==> config.mk <==
export PLATFORM = sky130hd
export DESIGN_NAME = inst_fetch
export DESIGN_NICKNAME = d
export VERILOG_FILES = /design/src/rtl/proctypes.sv /design/src/rtl/fetch_fifo.sv /design/src/rtl/inst_fetch.sv
export SDC_FILE = /design/constraint.sdc
export NUM_CORES = 1
export LEC_CHECK = 0
export CAP_MARGIN = 20
export CORE_UTILIZATION = 33
export CTS_CLUSTER_DIAMETER = 30
export DETAILED_ROUTE_END_ITERATION = 6
export HOLD_SLACK_MARGIN = 0.02
export PLACE_DENSITY_LB_ADDON = 0.12
export SLEW_MARGIN = 20
export SYNTH_ARGS = -nofsm -noshare
export SYNTH_HDL_FRONTEND = slang
export SYNTH_SLANG_ARGS = --single-unit
==> constraint.sdc <==
create_clock -name clk -period 7.98 [get_ports clk]
set_clock_uncertainty 0.15 [all_clocks]
set_input_delay 1.596 -clock clk [delete_from_list [all_inputs] [get_ports clk]]
set_output_delay 1.596 -clock clk [all_outputs]
set_load 0.02 [all_outputs]
==> src/rtl/proctypes.sv <==
// proctypes: processor-wide types shared by the front end and the BRAM wrapper.
package proctypes;
   localparam int INST_BRAM_LATENCY = 2;
   typedef logic [9:0] InstructionAddr;
   typedef enum logic {FS_IDLE, FS_RUN} FetchState;
   function automatic InstructionAddr pc_inc(input InstructionAddr pc, input int depth);
      return (int'(pc) == depth - 1) ? '0 : pc + 1'b1;
   endfunction
endpackage

==> src/rtl/fetch_fifo.sv <==
// fetch_fifo: synchronous FIFO with flush, occupancy count and combinational head.
module fetch_fifo #(
   parameter int W = 32,
   parameter int DEPTH = 4,
   localparam int CW = $clog2(DEPTH + 1),
   localparam int PW = DEPTH > 1 ? $clog2(DEPTH) : 1
) (
   input  logic          clk,
   input  logic          rst,
   input  logic          push,
   input  logic [W-1:0]  din,
   input  logic          pop,
   input  logic          flush,
   output logic [CW-1:0] count,
   output logic [W-1:0]  head
);
   logic [W-1:0] mem [DEPTH];
   logic [PW-1:0] rd, wr;
   logic do_push, do_pop;
   function automatic logic [PW-1:0] inc(input logic [PW-1:0] p);
      return (p == PW'(DEPTH - 1)) ? '0 : p + 1'b1;
   endfunction
   assign do_pop = pop && count != '0;
   assign do_push = push && (count != CW'(DEPTH) || do_pop);
   assign head = mem[rd];
   always_ff @(posedge clk)
      if (do_push) mem[wr] <= din;
   always_ff @(posedge clk)
      if (rst || flush) begin
         rd <= '0;
         wr <= '0;
         count <= '0;
      end else begin
         if (do_push) wr <= inc(wr);
         if (do_pop) rd <= inc(rd);
         count <= count + CW'(do_push) - CW'(do_pop);
      end
endmodule

==> src/rtl/inst_fetch.sv <==
// inst_fetch: issues BRAM reads, tracks them through the read latency and
// buffers returned words with their PCs for the parser.
module inst_fetch
   import proctypes::*;
#(
   parameter int BRAM_LATENCY = INST_BRAM_LATENCY,
   parameter int INST_DEPTH = 1024,
   parameter int FIFO_DEPTH = BRAM_LATENCY + 2
) (
   input  logic                          clk,
   input  logic                          rst,
   input  logic                          start,
   input  InstructionAddr                start_pc,
   input  logic                          redirect,
   input  InstructionAddr                redirect_pc,
   input  logic                          halt,
   input  logic                          stall,
   output logic [$clog2(INST_DEPTH)-1:0] bram_addr,
   output logic                          bram_en,
   input  logic [31:0]                   bram_dout,
   output logic                          valid_out,
   output logic [31:0]                   instruction,
   output InstructionAddr                pc_out,
   output logic                          running
);
   localparam int AW = $bits(InstructionAddr);
   localparam int CW = $clog2(FIFO_DEPTH + 1);
   localparam int OW = $clog2(FIFO_DEPTH + BRAM_LATENCY + 2);
   FetchState state, state_n;
   InstructionAddr pc, pc_n;
   logic [BRAM_LATENCY-1:0] fl_v;
   InstructionAddr fl_pc [BRAM_LATENCY];
   logic [CW-1:0] count;
   logic [AW+31:0] head;
   logic [OW-1:0] occ;
   logic flush, pop, issue;
   assign flush = halt || (state == FS_RUN && redirect);
   assign pop = valid_out && !stall;
   assign occ = OW'(count) + OW'($countones(fl_v));
   // a pop this cycle frees the slot that the new read will eventually fill
   assign issue = state == FS_RUN && occ < OW'(FIFO_DEPTH) + OW'(pop);
   assign bram_en = issue;
   assign bram_addr = issue ? pc : '0;
   assign running = state == FS_RUN;
   assign valid_out = count != '0;
   assign instruction = valid_out ? head[AW+:32] : '0;
   assign pc_out = valid_out ? head[AW-1:0] : '0;
   always_ff @(posedge clk)
      if (rst) begin
         state <= FS_IDLE;
         pc <= '0;
      end else begin
         state <= state_n;
         pc <= pc_n;
      end
   always_comb begin
      state_n = state;
      pc_n = pc;
      if (halt) state_n = FS_IDLE;
      else if (state == FS_RUN && redirect) pc_n = redirect_pc;
      else if (state == FS_IDLE && start) begin
         state_n = FS_RUN;
         pc_n = start_pc;
      end else if (issue) pc_n = pc_inc(pc, INST_DEPTH);
   end
   // squashed reads lose their valid bit here, so they never reach the FIFO
   always_ff @(posedge clk) begin
      fl_v[0] <= issue && !(rst || flush);
      fl_pc[0] <= pc;
      for (int i = 1; i < BRAM_LATENCY; i++) begin
         fl_v[i] <= fl_v[i-1] && !(rst || flush);
         fl_pc[i] <= fl_pc[i-1];
      end
   end
   fetch_fifo #(.W(AW + 32), .DEPTH(FIFO_DEPTH)) u_fifo (
      .clk(clk),
      .rst(rst),
      .push(fl_v[BRAM_LATENCY-1]),
      .din({bram_dout, fl_pc[BRAM_LATENCY-1]}),
      .pop(pop),
      .flush(flush),
      .count(count),
      .head(head)
   );
   occ_bound: assert property (@(posedge clk) disable iff (rst) occ <= OW'(FIFO_DEPTH));
endmodule

==> run_summary.xml, run 1 <==
<?xml version="1.0" encoding="UTF-8"?>
<metrics>
  <group name="outcome">
    <metric name="result_of_the_run" unit="">finished clean</metric>
  </group>
  <group name="place">
    <metric name="placement.cell_area" unit="um^2">9790</metric>
    <metric name="dpl.hpwl" unit="um">9720</metric>
    <metric name="placedCellCount" unit="">891</metric>
    <metric name="gp_congestion" unit="">0.834</metric>
    <metric name="place.port_buffers" unit="">112</metric>
  </group>
  <group name="layout">
    <metric name="num_antenna_cells" unit="">0</metric>
    <metric name="layout.core_utilization" unit="%">45.9</metric>
    <metric name="layout.nets" unit="">681</metric>
    <metric name="post_route_cells_drive_above_1_share" unit="%">21.3</metric>
    <metric name="area_delta_synth_final" unit="%">35.5</metric>
    <metric name="final_cells" unit="">971</metric>
    <metric name="final_design_area_no_fill" unit="um^2">11300</metric>
  </group>
  <group name="die">
    <metric name="floorplan.initialDensity" unit="%">33.9</metric>
    <metric name="floorplan.die_area" unit="um^2">25800</metric>
    <metric name="core.rowCount" unit="">57</metric>
    <metric name="core" unit="um^2">24500</metric>
    <metric name="ioPinCount" unit="">113</metric>
    <metric name="die_h" unit="um">161</metric>
    <metric name="die_w" unit="um">161</metric>
  </group>
  <group name="sta">
    <metric name="highest_clock_frequency_the_design_can_meet" unit="MHz">170</metric>
    <metric name="finalMaxSlewViolations" unit="">0</metric>
    <metric name="slew_headroom" unit="%">38.0</metric>
    <metric name="worstMarginPinSlew" unit="ns">0.920</metric>
    <metric name="setup-tns-final" unit="ns">0</metric>
    <metric name="min_period" unit="ns">5.89</metric>
    <metric name="report.final.setup_viol" unit="">0</metric>
    <metric name="final.hold.worst_slack" unit="ns">0.173</metric>
    <metric name="timing.final.crit_share" unit="%">73.9</metric>
    <metric name="rsz0062_at_grt" unit="">false</metric>
    <metric name="hold_viol_final" unit="">0</metric>
  </group>
  <group name="clock_tree">
    <metric name="clock_latency" unit="ns">0.51</metric>
    <metric name="number_of_buffers_between_clock_root_and_the_deepest_sink" unit="">3</metric>
    <metric name="clkSlewWorstSetupHoldPaths" unit="ns">0.05</metric>
    <metric name="cts_num_sinks" unit="">210</metric>
    <metric name="cts_hold_buffers" unit="">0</metric>
    <metric name="h_tree_depth" unit="">2</metric>
    <metric name="cts-resized-gates" unit="">0</metric>
    <metric name="root_buffer_selected_by_cts" unit="">clkbuf_16</metric>
    <metric name="cts-buffers-inserted" unit="">43</metric>
    <metric name="post_cts.repair.setup_buffers" unit="">0</metric>
    <metric name="cts_tree" unit="">yes</metric>
  </group>
  <group name="hold_path">
    <metric name="worst_hold_startpoint" unit="">fl_pc[0][8]$_DFF_P_</metric>
    <metric name="worstHoldEndpoint" unit="">fl_pc[0][18]$_DFF_P_</metric>
    <metric name="hold-path-cell-count" unit="">0</metric>
    <metric name="hold_path_class" unit="">register to register</metric>
  </group>
  <group name="drt">
    <metric name="post_drt_wl_per_cell" unit="um">17.7</metric>
    <metric name="detail_route.drc_violations" unit="">0</metric>
    <metric name="detailroute.via_count" unit="">4691</metric>
    <metric name="drt-vias-per-instance" unit="">4.83</metric>
    <metric name="drt_iter0_drc" unit="">278</metric>
    <metric name="detail_route.first_pass.iterations" unit="">4</metric>
    <metric name="postRouteWirelength" unit="um">17200</metric>
    <metric name="drtAntennaViolNets" unit="">0</metric>
  </group>
  <group name="setup_path">
    <metric name="rr_startpoint" unit="">u_fifo.count[0]$_SDFF_PP0_</metric>
    <metric name="critical_path_arrival" unit="ns">4.15</metric>
    <metric name="setup.worst_path.start_class" unit="">input pin</metric>
    <metric name="reg2reg_depth" unit="">7</metric>
    <metric name="timing.critical_path.to_type" unit="">primary output</metric>
    <metric name="timing.critical_path.required" unit="ns">6.23</metric>
    <metric name="critical_path.reg2reg.endpoint" unit="">fl_v[0]$_DFF_P_</metric>
    <metric name="criticalPathCategory" unit="">input pin to primary output</metric>
    <metric name="regToRegSetupSlack" unit="ns">5.20</metric>
    <metric name="timing.critical_path.fanout_max" unit="">12</metric>
  </group>
  <group name="grt">
    <metric name="globalRouteTotalUtil" unit="%">13.8</metric>
    <metric name="largest_net_degree_at_the_start_of_global_routing" unit="">44</metric>
    <metric name="first_pass_grt_wire_length" unit="um">27300</metric>
    <metric name="grt_pass1_vias" unit="">5018</metric>
    <metric name="grt_remaining_overflow" unit="">0</metric>
    <metric name="antenna_found_initial" unit="">0</metric>
  </group>
  <group name="yosys">
    <metric name="yosys_warnings" unit="">0</metric>
    <metric name="yosys_register_bits" unit="">210</metric>
    <metric name="synth_fp_nets" unit="">544</metric>
    <metric name="synthesis.area" unit="um^2">8320</metric>
    <metric name="yosys_most_used_dff" unit="">edfxtp_1</metric>
    <metric name="synth_top_area_share" unit="%">60.6</metric>
    <metric name="synth_largest_area_cell" unit="">edfxtp_1</metric>
    <metric name="synth_instances" unit="">475</metric>
    <metric name="synth_edf_count" unit="">168</metric>
    <metric name="netlist-cell-type-count" unit="">58</metric>
    <metric name="yosysSeqAreaShare" unit="%">70.8</metric>
    <metric name="synth.top_cells.by_area" unit="">edfxtp_1 (61%), mux4_2 (11%), dfxtp_1 (10%)</metric>
    <metric name="most_common_cell_in_the_synthesized_netlist" unit="">edfxtp_1</metric>
    <metric name="synth-async-reset-ratio" unit="%">0</metric>
    <metric name="ys_top_cells_by_count" unit="">edfxtp_1 (168), and2_1 (51), dfxtp_1 (42), mux4_2 (42), clkbuf_1 (15)</metric>
    <metric name="post_synth.cell_area_avg" unit="um^2">17.5</metric>
  </group>
  <group name="power_and_ir_drop">
    <metric name="vdd.ir_drop.worst" unit="V">0.000164</metric>
    <metric name="power_per_cell_area" unit="nW/um^2">273</metric>
    <metric name="static-leakage-power" unit="uW">0.00383</metric>
  </group>
  <group name="job">
    <metric name="max-cap-violations" unit="">0</metric>
  </group>
</metrics>
-- cell families after synthesis --
| logic type | after synthesis | synth area share [%] |
|---|---|---|
| flops | 210 | 70.8 |
| simple gates | 112 | 8.06 |
| compound gates | 53 | 5.11 |
| mux | 44 | 11.6 |
| buf+inv | 40 | 2.00 |
| fa+ha+maj | 11 | 1.84 |
| xor+xnor | 5 | 0.617 |
-- power by group --
group	switching (uW)	total, uW	internal [uW]
sequential	13.4	1210	1200
clock	565	1790	1230
combinational	34.0	75.8	41.8
total	613	3080	2470
-- worst max-delay path: stages --
cell and delay [ns]:
clkdlybuf4s50_1 0.51, or3b_4 0.44, o21ai_0 0.73, and3_1 0.27
clkdlybuf4s50_1 0.61
-- registers in the layout, summed over array words and instances (netlist names), named ones only --
signal / flops
u_fifo.mem: 168
u_fifo.count: 3
pc: 10
fl_pc: 20
u_fifo.wr: 2
u_fifo.rd: 2
running: 1
fl_v: 2
-- cells in the final DEF (no fill, tap or decap), types with 5 or more instances in the layout --
cell	n
edfxtp_1	168
clkdlybuf4s50_1	112
and2_1	47
clkbuf_16	43
mux4_2	42
dfxtp_1	40
inv_1	14
and3_1	14
nor2_1	11
nand2_1	10
o21ai_0	9
a21oi_1	9
ha_1	9
bufinv_16	7
nand3_1	6
clkinv_2	6
buf_4	6
o211ai_1	5
inv_6	5
clkinv_1	5
clkinv_4	5
-- worst max path at each step --
stage | startpoint | endpoint | slack [ns] | cells after the start
4_1_cts | stall | bram_addr[8] | 2.09 | 5
5_1_grt | stall | bram_addr[8] | 1.94 | 5
3_5_place_dp | stall | bram_addr[4] | 2.09 | 5
3_3_place_gp | stall | bram_addr[5] | 2.22 | 5
2_1_floorplan | stall | bram_addr[1] | 3.54 | 4
6_report | stall | bram_addr[8] | 2.09 | 5
-- cell type report --
| class | count | area [um^2] |
|---|---|---|
| fillers | 2161 | 13300 |
| clock inverters | 32 | 379 |
| multi-input cells | 225 | 2270 |
| repair buffers | 118 | 1170 |
| flip-flops and latches | 210 | 5890 |
| inverters | 14 | 52.6 |
| well taps | 324 | 405 |
| clock buffers | 48 | 1100 |
-- routing by layer --
metal	vias to the layer above	track usage, %	part of all wire [%]
met5	-	0	0
met3	27	3.90	6.4
met4	0	4.97	1.7
met2	165	23.0	48
li1	2163	-	-
met1	2336	17.3	44
-- metrics by stage --
stage / setup WS [ns] / total power, uW
final: 2.09 / 3080
after global routing: 1.94 / 3180
after CTS: 2.09 / 3120
after detailed placement: 2.09 / 1310
after global placement: 2.22 / 1300
after floorplan: 3.54 / 1260
Note: power is estimated with default switching activity, not from simulation.
==> inputs of run 2 (changes only) <==
==> constraint.sdc (replaced) <==
create_clock -name clk -period 6.01 [get_ports clk]
set_clock_uncertainty 0.15 [all_clocks]
set_input_delay 1.202 -clock clk [delete_from_list [all_inputs] [get_ports clk]]
set_output_delay 1.202 -clock clk [all_outputs]
set_load 0.02 [all_outputs]
==> run 2 against run 1 <==
Routed wire length rose by 1.1%. Worst hold slack about the same. Core utilization shrank 0.28 points. Sequential share of layout area is 0.32 points higher. Design area is 0.60% lower. Clock power increased by 25%. Die area unchanged. Cell count unchanged. Clock-buffer cell count rose by 1. Global-route usage barely moved. Sequential power is 33% higher. First-iteration DRC count fell by 12%.
==> run_summary.xml, run 2 (synthesis gave the netlist of run 1 again) <==
<?xml version="1.0" encoding="UTF-8"?>
<metrics>
  <group name="grt">
    <metric name="globalRouteTotalUtil" unit="%">13.8</metric>
    <metric name="largest_net_degree_at_the_start_of_global_routing" unit="">43</metric>
    <metric name="antenna_found_initial" unit="">0</metric>
    <metric name="grt_pass1_vias" unit="">4975</metric>
    <metric name="grt_remaining_overflow" unit="">0</metric>
    <metric name="first_pass_grt_wire_length" unit="um">27200</metric>
  </group>
  <group name="layout">
    <metric name="largest_reg_flops" unit="">168</metric>
    <metric name="final_cell_mix" unit="">edfxtp_1 (168), clkdlybuf4s50_1 (112), and2_1 (47), clkbuf_16 (44), mux4_2 (42)</metric>
    <metric name="layout.nets" unit="">681</metric>
    <metric name="final_design_area_no_fill" unit="um^2">11200</metric>
    <metric name="leading_cell_type_in_the_layout_fill_and_taps_excluded" unit="">edfxtp_1</metric>
    <metric name="area_delta_synth_final" unit="%">34.7</metric>
    <metric name="largest_reg_by_ff_count" unit="">u_fifo.mem</metric>
    <metric name="num_antenna_cells" unit="">0</metric>
    <metric name="layout.core_utilization" unit="%">45.7</metric>
    <metric name="largestRegisters" unit="">u_fifo.mem: 168 flops, fl_pc: 20 flops, pc: 10 flops</metric>
    <metric name="post_route_cells_drive_above_1_share" unit="%">21.0</metric>
  </group>
  <group name="sta">
    <metric name="slew_headroom" unit="%">33.9</metric>
    <metric name="highest_clock_frequency_the_design_can_meet" unit="MHz">193</metric>
    <metric name="setup-tns-final" unit="ns">0</metric>
    <metric name="layout_setup_ws" unit="ns">0.840</metric>
    <metric name="worstMarginPinSlew" unit="ns">0.981</metric>
    <metric name="rsz0062_at_grt" unit="">false</metric>
    <metric name="min_period" unit="ns">5.17</metric>
    <metric name="finalMaxSlewViolations" unit="">0</metric>
    <metric name="hold_viol_final" unit="">0</metric>
    <metric name="report.final.setup_viol" unit="">0</metric>
    <metric name="timing.final.crit_share" unit="%">86.0</metric>
  </group>
  <group name="clock_tree">
    <metric name="cts_num_sinks" unit="">210</metric>
    <metric name="cts_tree" unit="">yes</metric>
    <metric name="cts-buffers-inserted" unit="">43</metric>
    <metric name="cts-resized-gates" unit="">0</metric>
    <metric name="cts_hold_buffers" unit="">0</metric>
    <metric name="clkSlewWorstSetupHoldPaths" unit="ns">0.05</metric>
    <metric name="clock_latency" unit="ns">0.52</metric>
    <metric name="post_cts.repair.setup_buffers" unit="">0</metric>
    <metric name="number_of_buffers_between_clock_root_and_the_deepest_sink" unit="">3</metric>
    <metric name="h_tree_depth" unit="">2</metric>
    <metric name="root_buffer_selected_by_cts" unit="">clkbuf_16</metric>
  </group>
  <group name="setup_path">
    <metric name="setup.worst_path.start_class" unit="">input pin</metric>
    <metric name="timing.critical_path.to_type" unit="">primary output</metric>
    <metric name="criticalPathCategory" unit="">input pin to primary output</metric>
    <metric name="critical-path-max-stage-delay" unit="ns">0.78</metric>
    <metric name="cp_cell_sequence" unit="">clkdlybuf4s50_1 -&gt; or3b_4 -&gt; o21ai_0 -&gt; and3_1 -&gt; clkdlybuf4s50_1</metric>
    <metric name="critical_path_arrival" unit="ns">3.82</metric>
    <metric name="rr_startpoint" unit="">u_fifo.count[0]$_SDFF_PP0_</metric>
    <metric name="reg2reg_depth" unit="">7</metric>
    <metric name="worst_path_max_delay_cell" unit="">o21ai_0</metric>
    <metric name="timing.critical_path.fanout_max" unit="">12</metric>
    <metric name="critical_path.reg2reg.endpoint" unit="">fl_v[0]$_DFF_P_</metric>
    <metric name="timing.critical_path.required" unit="ns">4.66</metric>
    <metric name="worst_path_most_repeated_cell" unit="">clkdlybuf4s50_1</metric>
    <metric name="regToRegSetupSlack" unit="ns">3.18</metric>
  </group>
  <group name="drt">
    <metric name="drt-vias-per-instance" unit="">4.77</metric>
    <metric name="detailroute.via_count" unit="">4632</metric>
    <metric name="drtAntennaViolNets" unit="">0</metric>
    <metric name="detail_route.drc_violations" unit="">0</metric>
    <metric name="drt_iter0_drc" unit="">245</metric>
    <metric name="detail_route.first_pass.iterations" unit="">4</metric>
    <metric name="post_drt_wl_per_cell" unit="um">17.9</metric>
    <metric name="postRouteWirelength" unit="um">17400</metric>
  </group>
  <group name="die">
    <metric name="ioPinCount" unit="">113</metric>
    <metric name="floorplan.die_area" unit="um^2">25800</metric>
    <metric name="die_w" unit="um">161</metric>
    <metric name="floorplan.initialDensity" unit="%">33.9</metric>
    <metric name="core" unit="um^2">24500</metric>
    <metric name="die_h" unit="um">161</metric>
    <metric name="core.rowCount" unit="">57</metric>
  </group>
  <group name="power_and_ir_drop">
    <metric name="vdd.ir_drop.worst" unit="V">0.000188</metric>
    <metric name="static-leakage-power" unit="uW">0.00379</metric>
    <metric name="power_per_cell_area" unit="nW/um^2">351</metric>
  </group>
  <group name="place">
    <metric name="dpl.hpwl" unit="um">10300</metric>
    <metric name="gp_congestion" unit="">0.845</metric>
    <metric name="place.port_buffers" unit="">112</metric>
    <metric name="worst_slack_after_detailed_placement" unit="ns">0.881</metric>
    <metric name="placement.cell_area" unit="um^2">9790</metric>
  </group>
  <group name="hold_path">
    <metric name="hold_path_class" unit="">register to register</metric>
    <metric name="worst_hold_startpoint" unit="">fl_pc[0][7]$_DFF_P_</metric>
    <metric name="hold-path-cell-count" unit="">0</metric>
    <metric name="worstHoldEndpoint" unit="">fl_pc[0][17]$_DFF_P_</metric>
  </group>
  <group name="outcome">
    <metric name="result_of_the_run" unit="">finished clean</metric>
  </group>
  <group name="job">
    <metric name="max-cap-violations" unit="">0</metric>
  </group>
</metrics>
-- run 2: how the worst max path moves through the flow --
| stage | startpoint | endpoint | slack, ns | cells past startpoint |
|---|---|---|---|---|
| 2_1_floorplan | stall | bram_addr[1] | 2.36 | 4 |
| 3_3_place_gp | stall | bram_addr[5] | 1.05 | 5 |
| 3_5_place_dp | stall | bram_addr[4] | 0.88 | 5 |
| 4_1_cts | stall | bram_addr[4] | 0.87 | 5 |
| 5_1_grt | u_fifo.count[0]$_SDFF_PP0_ | bram_addr[1] | 0.76 | 8 |
| 6_report | stall | bram_addr[4] | 0.84 | 5 |
-- run 2: power breakdown --
| part | total, uW | internal, uW | switching, uW |
|---|---|---|---|
| clock network | 2230 | 1480 | 749 |
| registers | 1610 | 1590 | 17.6 |
| logic | 101 | 55.5 | 45.1 |
| total | 3930 | 3120 | 812 |
-- run 2: layer usage --
| layer | track usage (%) | routed length [um] | vias to the layer above |
|---|---|---|---|
| met5 | 0 | 0 | - |
| met4 | 5.49 | 402 | 0 |
| met3 | 3.54 | 1030 | 44 |
| met1 | 17.2 | 7440 | 2258 |
| met2 | 23.0 | 8480 | 164 |
| li1 | - | - | 2166 |
-- run 2: through the flow --
| stage | hold WS (ns) | instances | power, uW |
|---|---|---|---|
| after floorplan | 0.160 | 475 | 1670 |
| after global placement | 0.161 | 891 | 1730 |
| after detailed placement | 0.162 | 891 | 1730 |
| after CTS | 0.174 | 971 | 3990 |
| after global routing | 0.174 | 971 | 4080 |
| final | 0.173 | 971 | 3930 |
-- run 2: final cells by class --
class	count	area [um^2]
timing repair buffer	118	1170
inverter	14	52.6
fill	2177	13300
multi-input combinational	225	2270
sequential	210	5890
clock inverter	31	297
clock buffer	49	1120
tap	324	405
-- run 2: critical path, delay by kind of cell --
family / cells / cell delay [ns]
buffers and inverters: 2 / 1.13
AOI/OAI and AO/OA: 1 / 0.78
and+or+nand+nor: 2 / 0.71
==> inputs of run 3 (changes only) <==
--- a/config.mk
+++ b/config.mk
@@ -8,6 +8,7 @@
 export CAP_MARGIN = 20
 export CORE_UTILIZATION = 33
 export CTS_CLUSTER_DIAMETER = 30
+export CTS_CLUSTER_SIZE = 25
 export DETAILED_ROUTE_END_ITERATION = 6
 export HOLD_SLACK_MARGIN = 0.02
 export PLACE_DENSITY_LB_ADDON = 0.12
==> constraint.sdc (replaced) <==
create_clock -name clk -period 6.01 [get_ports clk]
set_clock_uncertainty 0.15 [all_clocks]
set_input_delay 1.202 -clock clk [delete_from_list [all_inputs] [get_ports clk]]
set_output_delay 1.202 -clock clk [all_outputs]
set_load 0.05 [all_outputs]
==> run 3 against run 2 <==
Design area rose by 1.4%. First-iteration DRC count fell by 15%. Global-route usage rose by 0.24 points. Critical path depth rose by 1. Die area did not move. Worst hold slack got worse by 0.0042 ns. Core utilization rose by 0.64 points. Sequential power barely moved. Sequential cell count did not move. Clock-buffer cell count rose by 5. Cell count rose by 0.62%. Critical endpoint unchanged.
==> run_summary.xml, run 3 (synthesis gave the netlist of run 1 again) <==
<?xml version="1.0" encoding="UTF-8"?>
<metrics>
  <group name="setup_path">
    <metric name="worst_path_most_repeated_cell" unit="">clkdlybuf4s50_1</metric>
    <metric name="crit_buf_inv" unit="">3</metric>
    <metric name="rr_startpoint" unit="">u_fifo.count[1]$_SDFF_PP0_</metric>
    <metric name="timing.critical_path.to_type" unit="">primary output</metric>
    <metric name="timing.critical_path.required" unit="ns">4.66</metric>
    <metric name="critical-path-max-stage-delay" unit="ns">0.81</metric>
    <metric name="timing.critical_path.max_delay_family" unit="">buffers and inverters</metric>
    <metric name="regToRegSetupSlack" unit="ns">3.31</metric>
    <metric name="cp-endpoint" unit="">bram_addr[4]</metric>
    <metric name="worst_path_max_delay_cell" unit="">clkdlybuf4s50_1</metric>
    <metric name="reg2reg_depth" unit="">4</metric>
    <metric name="criticalPathCategory" unit="">input pin to primary output</metric>
    <metric name="timing.critical_path.fanout_max" unit="">12</metric>
    <metric name="critical_path_arrival" unit="ns">3.49</metric>
    <metric name="startpoint" unit="">stall</metric>
    <metric name="timing.critical_path.depth" unit="">6</metric>
    <metric name="setup.worst_path.start_class" unit="">input pin</metric>
    <metric name="critical_path.reg2reg.endpoint" unit="">u_fifo.mem[2][11]$_DFFE_PP_</metric>
    <metric name="cp_cell_sequence" unit="">clkdlybuf4s50_1 -&gt; or3b_4 -&gt; o21ai_0 -&gt; buf_4 -&gt; and3_1 -&gt; clkdlybuf4s50_1</metric>
  </group>
  <group name="clock_tree">
    <metric name="number_of_buffers_between_clock_root_and_the_deepest_sink" unit="">3</metric>
    <metric name="cts-buffers-inserted" unit="">46</metric>
    <metric name="cts_tree" unit="">yes</metric>
    <metric name="cts-resized-gates" unit="">0</metric>
    <metric name="root_buffer_selected_by_cts" unit="">clkbuf_16</metric>
    <metric name="cts_hold_buffers" unit="">0</metric>
    <metric name="post_cts.repair.setup_buffers" unit="">0</metric>
    <metric name="cts_num_sinks" unit="">210</metric>
    <metric name="h_tree_depth" unit="">2</metric>
    <metric name="clkSlewWorstSetupHoldPaths" unit="ns">0.05</metric>
    <metric name="clock_latency" unit="ns">0.51</metric>
  </group>
  <group name="drt">
    <metric name="drt-vias-per-instance" unit="">4.81</metric>
    <metric name="detail_route.first_pass.iterations" unit="">5</metric>
    <metric name="highest_layer" unit="">met4</metric>
    <metric name="detailroute.via_count" unit="">4702</metric>
    <metric name="post_drt_wl_per_cell" unit="um">18.1</metric>
    <metric name="drt_iter0_drc" unit="">209</metric>
    <metric name="routedLengthMet1" unit="um">7750</metric>
    <metric name="met2_length" unit="um">8630</metric>
    <metric name="postRouteWirelength" unit="um">17700</metric>
    <metric name="met3_length" unit="um">1030</metric>
    <metric name="drtAntennaViolNets" unit="">0</metric>
    <metric name="detail_route.drc_violations" unit="">0</metric>
  </group>
  <group name="die">
    <metric name="floorplan.die_area" unit="um^2">25800</metric>
    <metric name="floorplan.initialDensity" unit="%">33.9</metric>
    <metric name="ioPinCount" unit="">113</metric>
    <metric name="core.rowCount" unit="">57</metric>
    <metric name="die_w" unit="um">161</metric>
    <metric name="die_h" unit="um">161</metric>
    <metric name="core" unit="um^2">24500</metric>
  </group>
  <group name="power_and_ir_drop">
    <metric name="static-leakage-power" unit="uW">0.00387</metric>
    <metric name="swShare" unit="%">19.5</metric>
    <metric name="power_per_cell_area" unit="nW/um^2">368</metric>
    <metric name="cell_internal_pwr" unit="uW">3370</metric>
    <metric name="p_clk_share" unit="%">59.0</metric>
    <metric name="p_switching" unit="uW">817</metric>
    <metric name="p_comb_share" unit="%">2.6</metric>
    <metric name="sequentialPowerShare" unit="%">38.4</metric>
    <metric name="vdd.ir_drop.worst" unit="V">0.000201</metric>
  </group>
  <group name="layout">
    <metric name="leading_cell_type_in_the_layout_fill_and_taps_excluded" unit="">edfxtp_1</metric>
    <metric name="layout.nets" unit="">685</metric>
    <metric name="area_delta_synth_final" unit="%">36.6</metric>
    <metric name="largestRegisters" unit="">u_fifo.mem: 168 flops, fl_pc: 20 flops, pc: 10 flops</metric>
    <metric name="largest_reg_flops" unit="">168</metric>
    <metric name="final_cells" unit="">977</metric>
    <metric name="layout.filler_cells" unit="">2175</metric>
    <metric name="num_antenna_cells" unit="">0</metric>
    <metric name="final_cell_mix" unit="">edfxtp_1 (168), clkdlybuf4s50_1 (112), and2_1 (47), clkbuf_16 (47), mux4_2 (42)</metric>
    <metric name="largest_reg_by_ff_count" unit="">u_fifo.mem</metric>
    <metric name="post_route_cells_drive_above_1_share" unit="%">21.0</metric>
  </group>
  <group name="grt">
    <metric name="largest_net_degree_at_the_start_of_global_routing" unit="">44</metric>
    <metric name="first_pass_grt_wire_length" unit="um">27700</metric>
    <metric name="grt_remaining_overflow" unit="">0</metric>
    <metric name="grt_pass1_vias" unit="">5073</metric>
    <metric name="globalRouteTotalUtil" unit="%">14.1</metric>
    <metric name="antenna_found_initial" unit="">0</metric>
  </group>
  <group name="place">
    <metric name="placedCellCount" unit="">892</metric>
    <metric name="dpl.hpwl" unit="um">10600</metric>
    <metric name="gp_congestion" unit="">0.839</metric>
    <metric name="place.port_buffers" unit="">112</metric>
  </group>
  <group name="sta">
    <metric name="report.final.setup_viol" unit="">0</metric>
    <metric name="timing.final.crit_share" unit="%">80.5</metric>
    <metric name="highest_clock_frequency_the_design_can_meet" unit="MHz">207</metric>
    <metric name="slew_headroom" unit="%">37.9</metric>
    <metric name="hold_viol_final" unit="">0</metric>
    <metric name="finalMaxSlewViolations" unit="">0</metric>
    <metric name="final.hold.worst_slack" unit="ns">0.169</metric>
    <metric name="min_period" unit="ns">4.84</metric>
    <metric name="setup-tns-final" unit="ns">0</metric>
    <metric name="rsz0062_at_grt" unit="">false</metric>
    <metric name="worstMarginPinSlew" unit="ns">0.931</metric>
  </group>
  <group name="outcome">
    <metric name="result_of_the_run" unit="">finished clean</metric>
  </group>
  <group name="job">
    <metric name="max-cap-violations" unit="">0</metric>
  </group>
  <group name="hold_path">
    <metric name="hold_path_class" unit="">register to register</metric>
  </group>
</metrics>
==> run 3: cell count changes in the layout (fill, tap and decap cells not counted), sizes merged <==
cell and delta:
clkinv -2, bufinv +4, clkbuf +5, inv -1
clkinvlp -1, buf +1
==> run 3: cell type report <==
cell class                      instances  area, um^2  area share (%)
Tap cell                              324         405            3.57
Multi-Input combinational cell        225        2270            20.0
Sequential cell                       210        5890            51.9
Inverter                               14        52.6           0.463
Clock buffer                           54        1200            10.6
Clock inverter                         31         363            3.19
Timing Repair Buffer                  119        1170            10.3
==> run 3: layer usage <==
| metal | vias to the layer above | global-route usage [%] |
|---|---|---|
| met2 | 156 | 23.5 |
| li1 | 2177 | - |
| met4 | 0 | 5.27 |
| met3 | 21 | 3.54 |
| met1 | 2348 | 17.6 |
| met5 | - | 0 |
==> run 3: how the worst min path moves through the flow <==
stage | startpoint | end | slack [ns] | depth (start not counted)
finish | fl_pc[0][4]$_DFF_P_ | fl_pc[0][14]$_DFF_P_ | 0.17 | 0
CTS | fl_pc[0][7]$_DFF_P_ | fl_pc[0][17]$_DFF_P_ | 0.17 | 0
global placement | fl_pc[0][6]$_DFF_P_ | fl_pc[0][16]$_DFF_P_ | 0.16 | 0
detailed placement | fl_pc[0][1]$_DFF_P_ | fl_pc[0][11]$_DFF_P_ | 0.16 | 0
global route | fl_pc[0][7]$_DFF_P_ | fl_pc[0][17]$_DFF_P_ | 0.17 | 0
floorplan | fl_pc[0][0]$_DFF_P_ | fl_pc[0][10]$_DFF_P_ | 0.16 | 0
==> run 3: power by group through the flow <==
stage                     Clock [uW]  Sequential [uW]  Combinational, uW
after floorplan                    0             1620               48.3
after global placement             0             1630                106
after detailed placement           0             1630                108
after CTS                       2520             1610                109
after global routing            2600             1610                117
final                           2470             1610                108
==> run 3: stage by stage <==
step | util [%] | power [uW] | instance area (um^2) | setup WS, ns
after floorplan | - | 1670 | 8320 | 2.16
after detailed placement | 39.9 | 1740 | 9790 | 1.20
after global routing | 46.3 | 4330 | 11400 | 1.07
after global placement | 39.9 | 1740 | 9790 | 1.23
after CTS | 46.3 | 4240 | 11400 | 1.18
final | 46.3 | 4190 | 11400 | 1.17
